**src/rtl/sent_pkg.sv**
```systemverilog
// Shared constants, SSM message layout and CRC4 lookup for the SENT transmit frame scheduler.
package sent_pkg;

  localparam int unsigned NIB_W            = 4;
  localparam int unsigned DATA_NIBBLES_DEF = 6;
  localparam int unsigned DW               = NIB_W * DATA_NIBBLES_DEF;
  localparam int unsigned SSM_LEN          = 16;
  localparam int unsigned SSM_IDX_W        = 4;

  localparam logic [3:0] CRC4_SEED = 4'b0101;
  // x^4+x^3+x^2+1 nibble table, entry i at bits [4*i +: 4]
  localparam logic [63:0] CRC4_LUT = 64'h582F_B6C1_493E_A7D0;

  localparam logic [0:0] ST_IDLE  = 1'b0;
  localparam logic [0:0] ST_OFFER = 1'b1;

  typedef struct packed {
    logic [3:0] id;
    logic [7:0] data;
    logic [3:0] crc;
  } ssm_msg_t;

  function automatic logic [3:0] crc4_lut(input logic [3:0] idx);
    return CRC4_LUT[{idx, 2'b00} +: 4];
  endfunction

endpackage

```
**src/rtl/sent_crc4.sv**
```systemverilog
// SENT CRC4 over three nibbles, table-driven with the trailing zero-nibble augmentation.
module sent_crc4
  import sent_pkg::*;
(
  input  logic [3:0] nib0_i,
  input  logic [3:0] nib1_i,
  input  logic [3:0] nib2_i,
  output logic [3:0] crc_c_o
);

  logic [3:0] c1, c2, c3;

  always_comb begin
    c1      = crc4_lut(CRC4_SEED) ^ nib0_i;
    c2      = crc4_lut(c1) ^ nib1_i;
    c3      = crc4_lut(c2) ^ nib2_i;
    crc_c_o = crc4_lut(c3);
  end

endmodule

```
**src/rtl/sent_tx_frame_scheduler.sv**
```systemverilog
// Round-robin fast-channel frame scheduler for the SENT encoder, with Short Serial Message
// bits multiplexed into status nibble bits [3:2].
module sent_tx_frame_scheduler
  import sent_pkg::*;
#(
  parameter int unsigned NUM_REQ      = 4,
  parameter int unsigned DATA_NIBBLES = DATA_NIBBLES_DEF
) (
  input  logic                             clk_tx,
  input  logic                             reset_tx,
  input  logic                             enable_i,
  input  logic [NUM_REQ-1:0]               req_valid_i,
  input  logic [NUM_REQ*4*DATA_NIBBLES-1:0] req_data_i,
  output logic [NUM_REQ-1:0]               req_ready_o,
  input  logic [1:0]                       status_i,
  input  logic                             ssm_valid_i,
  input  logic [3:0]                       ssm_id_i,
  input  logic [7:0]                       ssm_data_i,
  output logic                             ssm_ready_o,
  output logic                             ssm_busy_o,
  output logic                             frame_valid_o,
  output logic [3:0]                       frame_status_o,
  output logic [4*DATA_NIBBLES-1:0]        frame_data_o,
  input  logic                             frame_ready_i,
  output logic [15:0]                      frame_cnt_o
);

  localparam int unsigned FDW   = 4 * DATA_NIBBLES;
  localparam int unsigned PTR_W = (NUM_REQ > 1) ? $clog2(NUM_REQ) : 1;

  logic [0:0]           state_q, state_d;
  logic [PTR_W-1:0]     ptr_q, ptr_d;
  logic [3:0]           fstat_q, fstat_d;
  logic [FDW-1:0]       fdata_q, fdata_d;
  logic                 fssm_q, fssm_d;
  logic [15:0]          cnt_q, cnt_d;
  logic [SSM_LEN-1:0]   shift_q, shift_d;
  logic [SSM_IDX_W-1:0] idx_q, idx_d;
  logic                 busy_q, busy_d;
  logic                 sready_q, sready_d;

  logic [PTR_W-1:0] win_c, cand_c;
  logic             found_c, grant_c, load_c, hs_c;
  logic             ssm_act_c, ssm_b3_c, ssm_b2_c;
  logic [3:0]       crc_c;
  ssm_msg_t         ld_msg_c;
  logic [FDW-1:0]   src_data [NUM_REQ];

  for (genvar g = 0; g < NUM_REQ; g++) begin : g_src
    assign src_data[g] = req_data_i[g*FDW +: FDW];
  end

  sent_crc4 u_crc4 (
    .nib0_i  (ssm_id_i),
    .nib1_i  (ssm_data_i[7:4]),
    .nib2_i  (ssm_data_i[3:0]),
    .crc_c_o (crc_c)
  );

  // Round-robin search starting one past the last winner
  always_comb begin
    found_c = 1'b0;
    win_c   = ptr_q;
    cand_c  = ptr_q;
    for (int unsigned i = 0; i < NUM_REQ; i++) begin
      cand_c = (cand_c == PTR_W'(NUM_REQ - 1)) ? '0 : cand_c + PTR_W'(1);
      if (!found_c && req_valid_i[cand_c]) begin
        found_c = 1'b1;
        win_c   = cand_c;
      end
    end
  end

  always_comb begin
    state_d  = state_q;
    ptr_d    = ptr_q;
    fstat_d  = fstat_q;
    fdata_d  = fdata_q;
    fssm_d   = fssm_q;
    cnt_d    = cnt_q;
    shift_d  = shift_q;
    idx_d    = idx_q;
    busy_d   = busy_q;
    ld_msg_c = '{id: ssm_id_i, data: ssm_data_i, crc: crc_c};

    load_c  = ssm_valid_i & sready_q;
    hs_c    = (state_q == ST_OFFER) & frame_ready_i;
    grant_c = (state_q == ST_IDLE) & enable_i & found_c & ~reset_tx;
    req_ready_o = grant_c ? (NUM_REQ'(1) << win_c) : '0;

    // A load in the grant cycle is visible to the frame being granted
    if (load_c) begin
      ssm_act_c = 1'b1;
      ssm_b3_c  = 1'b1;
      ssm_b2_c  = ssm_id_i[3];
    end else begin
      ssm_act_c = busy_q;
      ssm_b3_c  = (idx_q == '0);
      ssm_b2_c  = shift_q[SSM_LEN-1];
    end

    case (state_q)
      ST_IDLE: begin
        if (grant_c) begin
          state_d = ST_OFFER;
          ptr_d   = win_c;
          fdata_d = src_data[win_c];
          fstat_d = {ssm_act_c & ssm_b3_c, ssm_act_c & ssm_b2_c, status_i};
          fssm_d  = ssm_act_c;
        end
      end
      ST_OFFER: begin
        if (hs_c) begin
          state_d = ST_IDLE;
          cnt_d   = cnt_q + 16'd1;
        end
      end
      default: state_d = ST_IDLE;
    endcase

    // Only a frame that actually carried an SSM bit advances the message
    if (load_c) begin
      shift_d = ld_msg_c;
      idx_d   = '0;
      busy_d  = 1'b1;
    end else if (hs_c && fssm_q) begin
      shift_d = {shift_q[SSM_LEN-2:0], 1'b0};
      idx_d   = idx_q + SSM_IDX_W'(1);
      if (idx_q == SSM_IDX_W'(SSM_LEN - 1)) begin
        busy_d = 1'b0;
      end
    end
    sready_d = ~busy_d;
  end

  always_ff @(posedge clk_tx) begin
    if (reset_tx) begin
      state_q  <= ST_IDLE;
      ptr_q    <= PTR_W'(NUM_REQ - 1);
      fstat_q  <= '0;
      fdata_q  <= '0;
      fssm_q   <= 1'b0;
      cnt_q    <= '0;
      shift_q  <= '0;
      idx_q    <= '0;
      busy_q   <= 1'b0;
      sready_q <= 1'b1;
    end else begin
      state_q  <= state_d;
      ptr_q    <= ptr_d;
      fstat_q  <= fstat_d;
      fdata_q  <= fdata_d;
      fssm_q   <= fssm_d;
      cnt_q    <= cnt_d;
      shift_q  <= shift_d;
      idx_q    <= idx_d;
      busy_q   <= busy_d;
      sready_q <= sready_d;
    end
  end

  assign frame_valid_o  = (state_q == ST_OFFER);
  assign frame_status_o = fstat_q;
  assign frame_data_o   = fdata_q;
  assign frame_cnt_o    = cnt_q;
  assign ssm_busy_o     = busy_q;
  assign ssm_ready_o    = sready_q;

endmodule

```
**config.mk**
```make
export PLATFORM = sky130hd
export DESIGN_NAME = sent_tx_frame_scheduler
export DESIGN_NICKNAME = d
export VERILOG_FILES = /design/src/rtl/sent_pkg.sv /design/src/rtl/sent_crc4.sv /design/src/rtl/sent_tx_frame_scheduler.sv
export SDC_FILE = /design/constraint.sdc
export NUM_CORES = 1
export LEC_CHECK = 0
export ABC_AREA = 1
export BUFFER_PORTS_ARGS = -buffer_cell sky130_fd_sc_hd__buf_2
export CORE_UTILIZATION = 46
export DETAILED_ROUTE_END_ITERATION = 12
export PLACE_DENSITY = 0.88
export SETUP_SLACK_MARGIN = 0.05
export SYNTH_ARGS = -nofsm -noshare
export SYNTH_HDL_FRONTEND = slang
export SYNTH_HIERARCHICAL = 1
export SYNTH_SLANG_ARGS = --single-unit
```
**constraint.sdc**
```tcl
create_clock -name clk_tx -period 2.3 [get_ports clk_tx]
set_input_delay 0.345 -clock clk_tx [delete_from_list [all_inputs] [get_ports clk_tx]]
set_output_delay 0.345 -clock clk_tx [all_outputs]
set_load 0.01 [all_outputs]
```
# Word-level counts from Yosys, hierarchy flattened
# Cells that the tools add are included.
# Widths: inputs -> output; s select.
word_totals:
  input_bits: 119
  output_inout_bits: 51
  word_cells: 91
  ff_bits: 70
op_classes:
  magnitude_cmp: 5
  n_bitwise: 14
  eq_ne: 5
  n_addsub: 6
  n_reduce_logical: 12
  muxes: 35
  shift: 4
ops:
  columns: ["op", "n"]
  rows:
  - ["$shiftx 64x7->4 const A", 3]
  - ["$bmux 24 s2", 1]
  - ["$mux 24", 2]
  - ["$mux 16", 2]
  - ["$add 16x1->16 const B", 1]
  - ["$mux 1", 16]
  - ["$mux 2", 8]
  - ["$lt 2x3->1 const B", 4]
  - ["$add 2x1->2 const B", 4]
  - ["$bmux 1 s2", 4]
  - ["$eq 2x2->1 const B", 4]
  - ["$xor 4x4->4", 2]
  - ["$and 1x1->1", 7]
  - ["$add 4x1->4 const B", 1]
  - ["$eq 4x4->1 const B", 1]
  - ["$logic_and 1x1->1", 4]
  - ["$logic_not 4->1", 1]
  - ["$mux 4", 1]
  - ["$reduce_and 2->1", 2]
  - ["$shl 1x2->4 const A", 1]
  - ["$ge 3x3->1 const B", 1]
  - ["$logic_not 1->1", 3]
  - ["$not 1->1", 3]
  - ["$not 2->3", 1]
  - ["4 further kinds", 4]

# Logic depth before layout (Yosys ltp)
# Gate-level depths: netlist (run 1).
logic_depth:
  depth_word: 18
  depth_mapped: 20
  depth_no_buf: 18

# Cells and area by module
# Netlist (run 1), hierarchy kept.
by_module_without_submodules:
  columns: ["mod", "cells_each", "area_each_um2", "n_inst"]
  rows:
  - ["sent_tx_frame_scheduler", 708, 4327.9, 1]
  - ["sent_crc4", 101, 476.7, 1]

# Worst setup path after synthesis (run 1)
# OpenSTA, ideal clock, no wires.
synth_timing:
  kind: "register -> output"
  start: "register ptr_q[0]"
  end: "output req_ready_o[0]"
  slack_ns: -0.138
  path_stages_with_launch: 15
  t_arrival_ns: 2.093
  path_buffers: 1
  path_cell_list: "dfxtp_1 > ha_1 > inv_2 > nand2_1 > nand2_2 > nand2_1 > nand2_2 > nor2_4 > nand3_4 > inv_2 > nand2_1 > nand2_2 > inv_2 > buf_2 > nor3_1"
synth_via:
  elab_chain_cells: 17
  elab_cells_between_ends: 38
synth_rtl:
  columns: ["element", "line_no", "text"]
  rows:
  - ["start: declaration", "sent_tx_frame_scheduler.sv:32", "logic [PTR_W-1:0] ptr_q, ptr_d;"]
  - ["start signal: assignment", "sent_tx_frame_scheduler.sv:139", "ptr_q <= PTR_W'(NUM_REQ - 1);"]
  - ["start signal: assignment", "sent_tx_frame_scheduler.sv:150", "ptr_q <= ptr_d;"]
  - ["parallel branches: the longest is 16 deep, another holds $add 2x1->2", null, null]
  - ["$mux 4 *", "sent_tx_frame_scheduler.sv:89", "req_ready_o = grant_c ? (NUM_REQ'(1) << win_c) : '0;"]
  - ["end: declaration", "sent_tx_frame_scheduler.sv:14", "output logic [NUM_REQ-1:0] req_ready_o,"]
# Every way passes the cells marked *. The select of a mux whose other input is x is not followed.

# Final worst setup path (run 1)
layout_timing:
  start: "register ptr_q[0]"
  end: "output req_ready_o[1]"
# Same word-level chain as after synthesis.

==> results.sh, run 1 <==
export IMPL_status="complete, but fails checks"
export IMPL_failed_checks="negative setup slack"
export IMPL_pwr_share_clk=0.211
export IMPL_grt_total_usage=0.274
export IMPL_core_um2=9950
export IMPL_hold_viol_final=0
export IMPL_combPwrFrac=0.535
export IMPL_vias_per_cell=5.34
export IMPL_power_density_nw_per_um2=787
export IMPL_grt_pass1_vias=5327
export IMPL_synthFlopType="dfxtp_1"
export IMPL_fmax_ghz=0.366
export IMPL_syn_area_um2=4800
export IMPL_yosys_top_cells_area="dfxtp_1 29%, nand2_1 23%, nand3_1 13%"
export IMPL_postCtsHoldBufs=0
export IMPL_clock_latency_ns=0.35
export IMPL_drive_gt1_frac=0.349
export IMPL_ys_seq_elements=70
export IMPL_yosysTopAreaCell="dfxtp_1"
export IMPL_die_h_um=104
export IMPL_numCtsBuffers=9
export IMPL_path_buf_inv=2
export IMPL_clock_sinks=70
export IMPL_synthCells=809
export IMPL_crit_family="simple AND/OR/NAND/NOR gates"
export IMPL_clk_pin_slew_worst_paths_ns=0.07
export IMPL_p_leak_nw=3.64
export IMPL_first_pass_iters=5
export IMPL_setup_viol=28
export IMPL_crit_type="reg -> out"
export IMPL_dieArea_um2=10900
export IMPL_p_int_w=0.00311
export IMPL_cp_arrival_ns=2.39
export IMPL_syn_area_per_cell_um2=5.94
export IMPL_dpl_instance_area_um2=5930
export IMPL_fin_ws_ns=-0.431
export IMPL_grt_overflow=0
export IMPL_dieWidth_um=104
export IMPL_maxCapViolations=0
export IMPL_worst_slew_pin_slew_ns=0.603
export IMPL_area_growth_pct=41.0
export IMPL_finalCriticalPeriod_ns=2.73
export IMPL_ys_seq_area_frac=0.292
export IMPL_switchingPower_w=0.00222
export IMPL_yosysMostFrequentCell="nand2_1"
export IMPL_routed_wl_um=16900
export IMPL_tns_ns=-5.86
export IMPL_routedWlPerCell_um=14.8
export IMPL_drv_slew=0
export IMPL_synth_edf_count=0
export IMPL_skew_ns=0.00691
export IMPL_rows=36
export IMPL_num_vias=6109
export IMPL_yosysWarnings=6
export IMPL_drtIter0Drc=541
export IMPL_path_cells="ha_4 > nor2_4 > buf_6 > nand2_2 > nand2_2 > nand2_2 > nand2_2 > o21bai_1 > nand2_1 > nand3_4 > nand2_8 > nand2_2 > nor2_2 > buf_2"
export IMPL_htreeDepth=3
export IMPL_clockBufferDepth=2
export IMPL_fin_area_um2=6780
export IMPL_cpMostUsedCell="nand2_2"
export IMPL_final_cells=1144
export IMPL_grt_max_degree=53
export IMPL_cp_slowest_stage_delay_ns=0.34
export IMPL_yosys_top_cells_count="298 x nand2_1, 121 x nand3_1, 75 x nor2_1"
export IMPL_period_share=1.19
export IMPL_start_util=0.483
export IMPL_dp_cells=1106
export IMPL_gp_congestion=0.945
export IMPL_dp_hpwl_um=10800
export IMPL_worstPathMaxFanout=6
export IMPL_nets=1129
export IMPL_switching_share=0.417
export IMPL_drc=0
export IMPL_rsz0062_at_grt="true"
export IMPL_synth_cell_types=34
export IMPL_antenna_found_initial=1
export IMPL_critPathRequiredTime_ns=1.96
export IMPL_numPortBuffers=169
export IMPL_ir_drop_mv=0.452
export IMPL_seqPwrFrac=0.254
export IMPL_min_path_type="in -> reg"
export IMPL_multi_input_area_um2=3210
export IMPL_grt_pass1_wl_um=24400
export IMPL_fillers=834
export IMPL_ant_nets=0
export IMPL_syn_num_nets=934
export IMPL_clockRootBuffer="clkbuf_8"
export IMPL_max_slew_margin_rel=0.598
export IMPL_crit_slowest_cell="dfxtp_2"
export IMPL_synth_async_reset_ratio=0
export IMPL_critical_path_startpoint_type="flip-flop"
export IMPL_cts_tree="yes"
export IMPL_synth_top_area_share=0.292
export IMPL_critPathCaptureType="output port"
export IMPL_ios=170
export IMPL_regArea_um2=1410
worst paths after layout:
| check | startpoint | to | slack, ns | cells past startpoint |
|---|---|---|---|---|
| setup / recovery | ptr_q[0] | req_ready_o[1] | -0.43 | 14 |
| hold / removal | status_i[1] | frame_status_o[1] | 0.26 | 3 |
| setup reg to reg | ptr_q[0] | frame_data_o[7] | -0.32 | 22 |
| hold reg to reg | frame_cnt_o[15] | frame_cnt_o[15] | 0.47 | 2 |
metal layers:
layer	routed length, um	GRT usage	up-vias
li1	-	-	2963
met1	6530	0.323	2740
met2	8400	0.482	350
met3	1460	0.0595	56
met4	537	0.106	0
met5	0	0	-
kinds of logic after synthesis:
group / share of synthesized area
AOI/OAI and AO/OA: 0.0693
DFF: 0.292
xor gates and xnor gates: 0.00911
buffers and inverters: 0.110
adders and majority gates: 0.0156
and+or+nand+nor: 0.504
sequential cells by signal, summed over array words and instances (netlist names):
name,flops
idx_q,4
frame_cnt_o,16
ptr_q,2
shift_q,16
frame_valid_o,1
ssm_busy_o,1
fssm_q,1
frame_data_o,24
frame_status_o,4
ssm_ready_o,1
final cells by class:
| cell class | count | area share |
|---|---|---|
| Multi-Input combinational cell | 619 | 0.474 |
| Clock inverter | 6 | 0.0139 |
| Clock buffer | 10 | 0.0188 |
| Timing Repair Buffer | 223 | 0.214 |
| Tap cell | 133 | 0.0246 |
| Inverter | 81 | 0.0460 |
| Sequential cell | 70 | 0.207 |
| Antenna cell | 2 | 0.000739 |
worst min-delay path: stages:
cell	delay, ns
buf_2	0.07
o21ai_0	0.08
nor2_1	0.08
placed cells by master (no fill, tap or decap), types with 3 or more instances in the layout:
cell type	netlist	routed
a21oi_1	21	19
a31oi_1	12	12
buf_12	0	5
buf_2	18	169
buf_4	1	33
buf_6	7	9
clkbuf_16	0	4
clkbuf_8	0	9
dfxtp_1	70	67
dfxtp_2	0	3
ha_1	6	5
inv_1	72	72
inv_2	7	4
inv_4	0	3
nand2_1	298	252
nand2_2	17	49
nand2_4	2	15
nand3_1	121	111
nand3_2	15	22
nand3_4	1	4
nand3b_1	3	3
nor2_1	75	73
nor3_1	10	7
o21ai_0	20	18
xor2_1	4	4
power by group through the flow:
stage / logic (W) / clock network, W / registers [W]
final: 0.00285 / 0.00112 / 0.00136
after global routing: 0.00309 / 0.00120 / 0.00137
after detailed placement: 0.00205 / 0 / 0.00138
after CTS: 0.00218 / 0.00114 / 0.00135
after global placement: 0.00202 / 0 / 0.00138
after floorplan: 0.00142 / 0 / 0.00141
metrics by stage:
| stage | hold slack (ns) | util | total power [W] | setup WS [ns] |
|---|---|---|---|---|
| after floorplan | 0.441 | - | 0.00283 | 0.0423 |
| after detailed placement | 0.456 | 0.596 | 0.00343 | 0.0206 |
| after CTS | 0.244 | 0.630 | 0.00467 | -0.326 |
| after global routing | 0.275 | 0.680 | 0.00566 | -0.530 |
| after global placement | 0.451 | 0.596 | 0.00340 | 0.0410 |
| final | 0.262 | 0.681 | 0.00533 | -0.431 |
repair_timing:
action,4_1_cts,5_1_grt
endpoints found under the hold margin,0,0
cloned,0,7
pin swaps,11,25
gates resized for setup,17,89
buffers inserted,10,6
setup endpoints to repair,5,34
Power figures use the tool's default switching activity.
==> inputs of run 2 (changes only) <==
--- a/config.mk
+++ b/config.mk
@@ -7,7 +7,9 @@
 export LEC_CHECK = 0
 export ABC_AREA = 1
 export BUFFER_PORTS_ARGS = -buffer_cell sky130_fd_sc_hd__buf_2
-export CORE_UTILIZATION = 46
+export CELL_PAD_IN_SITES_DETAIL_PLACEMENT = 0
+export CELL_PAD_IN_SITES_GLOBAL_PLACEMENT = 2
+export CORE_UTILIZATION = 23
 export DETAILED_ROUTE_END_ITERATION = 12
 export PLACE_DENSITY = 0.88
 export SETUP_SLACK_MARGIN = 0.05
==> run 2 against run 1 <==
  * The flow still finishes with violations (negative setup slack)
  * Routed wire length up 4.7%
  * Combinational power rose by 3%
  * Final area grew 7.8%
  * Hold slack improved by 0.021 ns
  * Register-to-register slack improved by 0.14 ns
  * Clock skew about the same
  * Cell count grew 12%
  * Clock power grew 28%
  * Largest power group unchanged
==> results.sh, run 2 (synthesis gave the netlist of run 1 again) <==
export IMPL_crit_family="simple AND/OR/NAND/NOR gates"
export IMPL_worst_slew_pin_slew_ns=0.623
export IMPL_ant_nets=0
export IMPL_hold_viol_final=0
export IMPL_routedWlPerCell_um=13.8
export IMPL_grt_total_usage=0.164
export IMPL_numPortBuffers=169
export IMPL_fin_area_um2=7300
export IMPL_setup_viol=28
export IMPL_grt_max_degree=53
export IMPL_routed_wl_um=17700
export IMPL_path_buf_inv=5
export IMPL_fillers=2198
export IMPL_skew_ns=0.00694
export IMPL_first_pass_iters=6
export IMPL_num_vias=5733
export IMPL_maxCapViolations=0
export IMPL_diodes=0
export IMPL_min_from="status_i[0]"
export IMPL_area_growth_pct=52.0
export IMPL_period_share=1.11
export IMPL_cp_startpoint="ptr_q[0]"
export IMPL_cts_tree="yes"
export IMPL_max_slew_margin_rel=0.584
export IMPL_htreeDepth=3
export IMPL_antenna_found_initial=0
export IMPL_layout_commonest_cell="nand2_1"
export IMPL_ir_drop_mv=0.317
export IMPL_clockRootBuffer="clkbuf_16"
export IMPL_ios=170
export IMPL_p_leak_nw=3.82
export IMPL_critPathCaptureType="output port"
export IMPL_dp_hpwl_um=11700
export IMPL_reg2reg_from="ptr_q[0]"
export IMPL_drive_gt1_frac=0.350
export IMPL_clock_sinks=70
export IMPL_core_um2=20400
export IMPL_min_path_type="in -> reg"
export IMPL_clock_latency_ns=0.34
export IMPL_drv_slew=0
export IMPL_fin_hold_ws_ns=0.283
export IMPL_dieWidth_um=147
export IMPL_gp_congestion=0.795
export IMPL_cpMostUsedCell="nand2_4"
export IMPL_grt_pass1_wl_um=27500
export IMPL_critical_path_startpoint_type="flip-flop"
export IMPL_final_cells=1285
export IMPL_drc=0
export IMPL_drtIter0Drc=218
export IMPL_worstPathMaxFanout=4
export IMPL_clk_pin_slew_worst_paths_ns=0.05
export IMPL_dpl_instance_area_um2=6040
export IMPL_crit_type="reg -> out"
export IMPL_mostFrequentLayoutCells="279 x nand2_1, 165 x buf_2, 92 x nand3_1, 72 x inv_1, 70 x nor2_1"
export IMPL_clockBufferDepth=2
export IMPL_dp_cells=1233
export IMPL_start_util=0.236
export IMPL_finalCriticalPeriod_ns=2.56
export IMPL_nets=1136
export IMPL_critPathRequiredTime_ns=1.96
export IMPL_rsz0062_at_grt="true"
export IMPL_cp_depth=13
export IMPL_crit_slowest_cell="dfxtp_4"
export IMPL_r2r_slack_ns=-0.18
export IMPL_numCtsBuffers=9
export IMPL_fmax_ghz=0.390
export IMPL_status="complete, but fails checks"
export IMPL_power_density_nw_per_um2=783
export IMPL_cp_arrival_ns=2.22
export IMPL_path_cells="ha_4 > inv_2 > buf_4 > nand3_4 > nand2_4 > nor2_4 > nand3_4 > inv_4 > nand2_4 > nand2_4 > inv_4 > nor3_2 > buf_4"
export IMPL_holdPathStages=3
export IMPL_dieArea_um2=21500
export IMPL_cp_slowest_stage_delay_ns=0.36
export IMPL_die_h_um=147
export IMPL_grt_pass1_vias=5289
export IMPL_largest_reg_flops=24
export IMPL_rows=52
export IMPL_reg2reg_depth=20
export IMPL_fin_ws_ns=-0.263
export IMPL_failed_checks="negative setup slack"
export IMPL_grt_overflow=0
export IMPL_postCtsHoldBufs=0
export IMPL_vias_per_cell=4.46
==> run 2: changes by cell type in the layout (fill, tap and decap cells not counted), moves of 3 or more <==
cell	change
buf_2	-4
nand2_4	-4
nor2_1	-3
nand2_1	+27
clkbuf_8	-9
nand3_2	+18
clkbuf_16	+6
nand2_2	-22
buf_6	+3
nand3_1	-19
buf_12	+3
buf_16	+11
==> run 2: path summary, 6_finish.rpt <==
path / end
worst max-delay path: req_ready_o[0]
worst min-delay path: frame_status_o[0]
worst max register to register: frame_data_o[8]
worst min register to register: shift_q[0]
==> run 2: worst min-delay path, cell delays in order <==
cell and delay (ns):
buf_2 0.09, o21ai_0 0.08, nor2_1 0.07
==> run 2: metal layers <==
metal  GRT usage  up-vias  wire length, um
li1            -     2985                -
met1       0.196     2542             7900
met2       0.289      181             8680
met4      0.0411        0              199
met3      0.0434       25              931
met5           0        -                0
==> run 2: timing repair <==
action                     4_1_cts  5_1_grt
resized for setup               99       17
cloned                          12        2
setup endpoints to repair       28       33
pin swaps                       87       14
buffers inserted                19        5
==> run 2: area by class of cell <==
| type | count | area (um2) | share of cell area |
|---|---|---|---|
| repair buffers | 229 | 1710 | 0.234 |
| well taps | 270 | 338 | 0.0463 |
| flip-flops and latches | 70 | 1410 | 0.193 |
| inverters | 81 | 310 | 0.0425 |
| clock buffers | 9 | 225 | 0.0308 |
| clock inverters | 6 | 71.3 | 0.00977 |
| multi-input cells | 620 | 3240 | 0.444 |
==> run 2: report_power, final <==
| part | internal (W) | total, W | leakage [nW] | switching [W] |
|---|---|---|---|---|
| Clock | 0.000843 | 0.00143 | 0.139 | 0.000582 |
| Sequential | 0.00131 | 0.00135 | 0.573 | 0.0000478 |
| Combinational | 0.00129 | 0.00294 | 3.11 | 0.00165 |
| Total | 0.00344 | 0.00572 | 3.82 | 0.00228 |
==> run 2: stage by stage <==
stage / power (W) / worst slack (ns) / util / TNS (ns)
detailed placement: 0.00347 / -0.0933 / 0.297 / -0.162
global placement: 0.00347 / -0.0421 / 0.297 / -0.0421
CTS: 0.00565 / -0.290 / 0.353 / -3.33
global route: 0.00611 / -0.407 / 0.359 / -8.94
finish: 0.00572 / -0.263 / 0.359 / -4.59
floorplan: 0.00283 / 0.0423 / - / 0
==> inputs of run 3 (changes only) <==
==> constraint.sdc (replaced) <==
create_clock -name clk_tx -period 2.3 [get_ports clk_tx]
set_input_delay 0.345 -clock clk_tx [delete_from_list [all_inputs] [get_ports clk_tx]]
set_output_delay 0.345 -clock clk_tx [all_outputs]
set_load 0.005 [all_outputs]
==> run 3 against run 2 <==
  * The run still ends with negative setup slack left
  * Utilization decreased by 0.28 points
  * Cell count increased by 0.31%
  * Critical endpoint unchanged
  * Non-clock buffer count increased by 2
  * Sequential share of layout area increased by 0.15 points
  * Sequential power about the same
  * Global-route usage decreased by 0.56 points
  * Setup slack got worse by 0.17 ns
  * First-iteration DRC count decreased by 7.8%
  * Flip-flop and latch count unchanged
  * Final area decreased by 0.79%
  * Count of clock-buffer cells in the layout increased by 1
==> results.sh, run 3 (synthesis gave the netlist of run 1 again) <==
export IMPL_min_to="shift_q[11]"
export IMPL_largest_reg_flops=24
export IMPL_rows=52
export IMPL_grt_pass1_vias=5450
export IMPL_start_util=0.236
export IMPL_pwr_share_clk=0.256
export IMPL_grt_max_degree=53
export IMPL_critPathRequiredTime_ns=1.96
export IMPL_r2r_slack_ns=-0.29
export IMPL_reg2reg_to="frame_data_o[8]"
export IMPL_mostFrequentLayoutCells="259 x nand2_1, 166 x buf_2, 85 x nand3_1, 72 x inv_1, 72 x nor2_1"
export IMPL_fin_ws_ns=-0.428
export IMPL_area_growth_pct=50.8
export IMPL_min_path_type="in -> reg"
export IMPL_dieArea_um2=21500
export IMPL_grt_use_met2=0.276
export IMPL_drv_slew=0
export IMPL_p_int_w=0.00337
export IMPL_vias_per_cell=4.43
export IMPL_clockBufferDepth=2
export IMPL_met3_usage=0.0322
export IMPL_rsz0062_at_grt="true"
export IMPL_grt_overflow=0
export IMPL_cp_arrival_ns=2.38
export IMPL_grt_pass1_wl_um=27000
export IMPL_clk_pin_slew_worst_paths_ns=0.06
export IMPL_combPwrFrac=0.502
export IMPL_switching_share=0.398
export IMPL_ir_drop_mv=0.414
export IMPL_core_um2=20400
export IMPL_final_cells=1289
export IMPL_nets=1138
export IMPL_ios=170
export IMPL_dieWidth_um=147
export IMPL_postCtsHoldBufs=0
export IMPL_dp_hpwl_um=12100
export IMPL_drc=0
export IMPL_finalCriticalPeriod_ns=2.73
export IMPL_gp_congestion=0.834
export IMPL_htreeDepth=3
export IMPL_reg2reg_depth=21
export IMPL_seqPwrFrac=0.242
export IMPL_failed_checks="negative setup slack"
export IMPL_clockRootBuffer="clkbuf_16"
export IMPL_critPathCaptureType="output port"
export IMPL_reg2reg_from="ptr_q[0]"
export IMPL_grt_total_usage=0.158
export IMPL_antenna_found_initial=1
export IMPL_dp_cells=1249
export IMPL_drive_gt1_frac=0.374
export IMPL_power_density_nw_per_um2=773
export IMPL_clock_latency_ns=0.34
export IMPL_skew_ns=0.00607
export IMPL_numCtsBuffers=9
export IMPL_total_power_w=0.00560
export IMPL_top_usage_layer="met2"
export IMPL_status="complete, but fails checks"
export IMPL_hold_viol_final=0
export IMPL_drtIter0Drc=201
export IMPL_met1_usage=0.196
export IMPL_crit_type="reg -> out"
export IMPL_period_share=1.19
export IMPL_layout_commonest_cell="nand2_1"
export IMPL_maxCapViolations=0
export IMPL_numPortBuffers=169
export IMPL_routed_wl_um=17200
export IMPL_ant_nets=0
export IMPL_clock_sinks=70
export IMPL_critical_path_startpoint_type="flip-flop"
export IMPL_p_leak_nw=3.78
export IMPL_switchingPower_w=0.00223
export IMPL_die_h_um=147
export IMPL_first_pass_iters=4
export IMPL_worst_slew_pin_slew_ns=0.618
export IMPL_setup_viol=28
export IMPL_fmax_ghz=0.367
export IMPL_cts_tree="yes"
export IMPL_worstPathMaxFanout=6
export IMPL_num_vias=5710
export IMPL_max_slew_margin_rel=0.588
export IMPL_holdPathStages=3
export IMPL_min_from="ssm_data_i[7]"
export IMPL_routedWlPerCell_um=13.4
==> run 3: cell count changes in the layout (fill, tap and decap cells not counted), moves of 2 or more <==
cell,delta
buf_16,-10
buf_4,+5
buf_8,+5
clkinv_4,+2
clkinvlp_4,-2
nand2_1,-20
nand2_2,+18
nand2_4,+3
nand3_1,-7
nand3_2,+7
nor2_1,+2
nor2_2,-2
==> run 3: metrics by stage <==
stage | hold slack [ns] | cell area [um2] | setup TNS [ns] | worst slack [ns] | util
after detailed placement | 0.456 | 6150 | -3.10 | -0.160 | 0.302
after floorplan | 0.441 | 4820 | 0 | 0.0648 | -
after global routing | 0.293 | 7240 | -10.97 | -0.528 | 0.356
after CTS | 0.282 | 6830 | -6.01 | -0.351 | 0.336
final | 0.294 | 7240 | -7.20 | -0.428 | 0.356
after global placement | 0.450 | 6150 | -2.18 | -0.114 | 0.302
==> run 3: repair_timing <==
item,in CTS,in global routing
gates cloned,4,2
pin swaps,37,42
setup endpoints to repair,29,34
setup buffers,11,10
gates resized for setup,55,95
==> run 3: worst max path at each step <==
stage | start | end | depth (start not counted)
final | ptr_q[0] | req_ready_o[0] | 15
after global routing | ptr_q[0] | req_ready_o[0] | 15
after CTS | ptr_q[0] | req_ready_o[0] | 15
after detailed placement | ptr_q[0] | req_ready_o[0] | 15
after global placement | ptr_q[0] | req_ready_o[0] | 13
after floorplan | ptr_q[0] | req_ready_o[0] | 14
==> run 3: power groups by stage <==
stage | Combinational (W) | Clock, W | Sequential (W)
after floorplan | 0.00140 | 0 | 0.00138
after global placement | 0.00214 | 0 | 0.00138
after detailed placement | 0.00212 | 0 | 0.00138
after CTS | 0.00259 | 0.00149 | 0.00135
after global routing | 0.00312 | 0.00153 | 0.00136
final | 0.00281 | 0.00143 | 0.00135
==> run 3: routing by layer <==
layer  part of all wire  routed length, um
met4              0.016                280
met1               0.45               7830
met5                  0                  0
met2               0.48               8290
met3              0.048                821
==> run 3: layout make-up <==
type / instances / area, um2
antenna: 1 / 2.50
clock buffer: 10 / 229
sequential: 70 / 1410
fill: 2222 / 13100
tap: 270 / 338
timing repair buffer: 231 / 1560
clock inverter: 6 / 70.1
multi-input combinational: 620 / 3320
inverter: 81 / 309
==> run 3: worst max-delay path: stages (launching register included) <==
cell	delay [ns]
dfxtp_4	0.36
ha_4	0.18
nor2_4	0.20
buf_6	0.17
nand2_4	0.05
nand2_4	0.08
nand2_4	0.06
nand2_1	0.11
a21oi_4	0.07
o21ai_2	0.13
nand3_2	0.10
nand2_4	0.10
inv_4	0.04
nor3_2	0.13
buf_4	0.15
buf_4	0.10
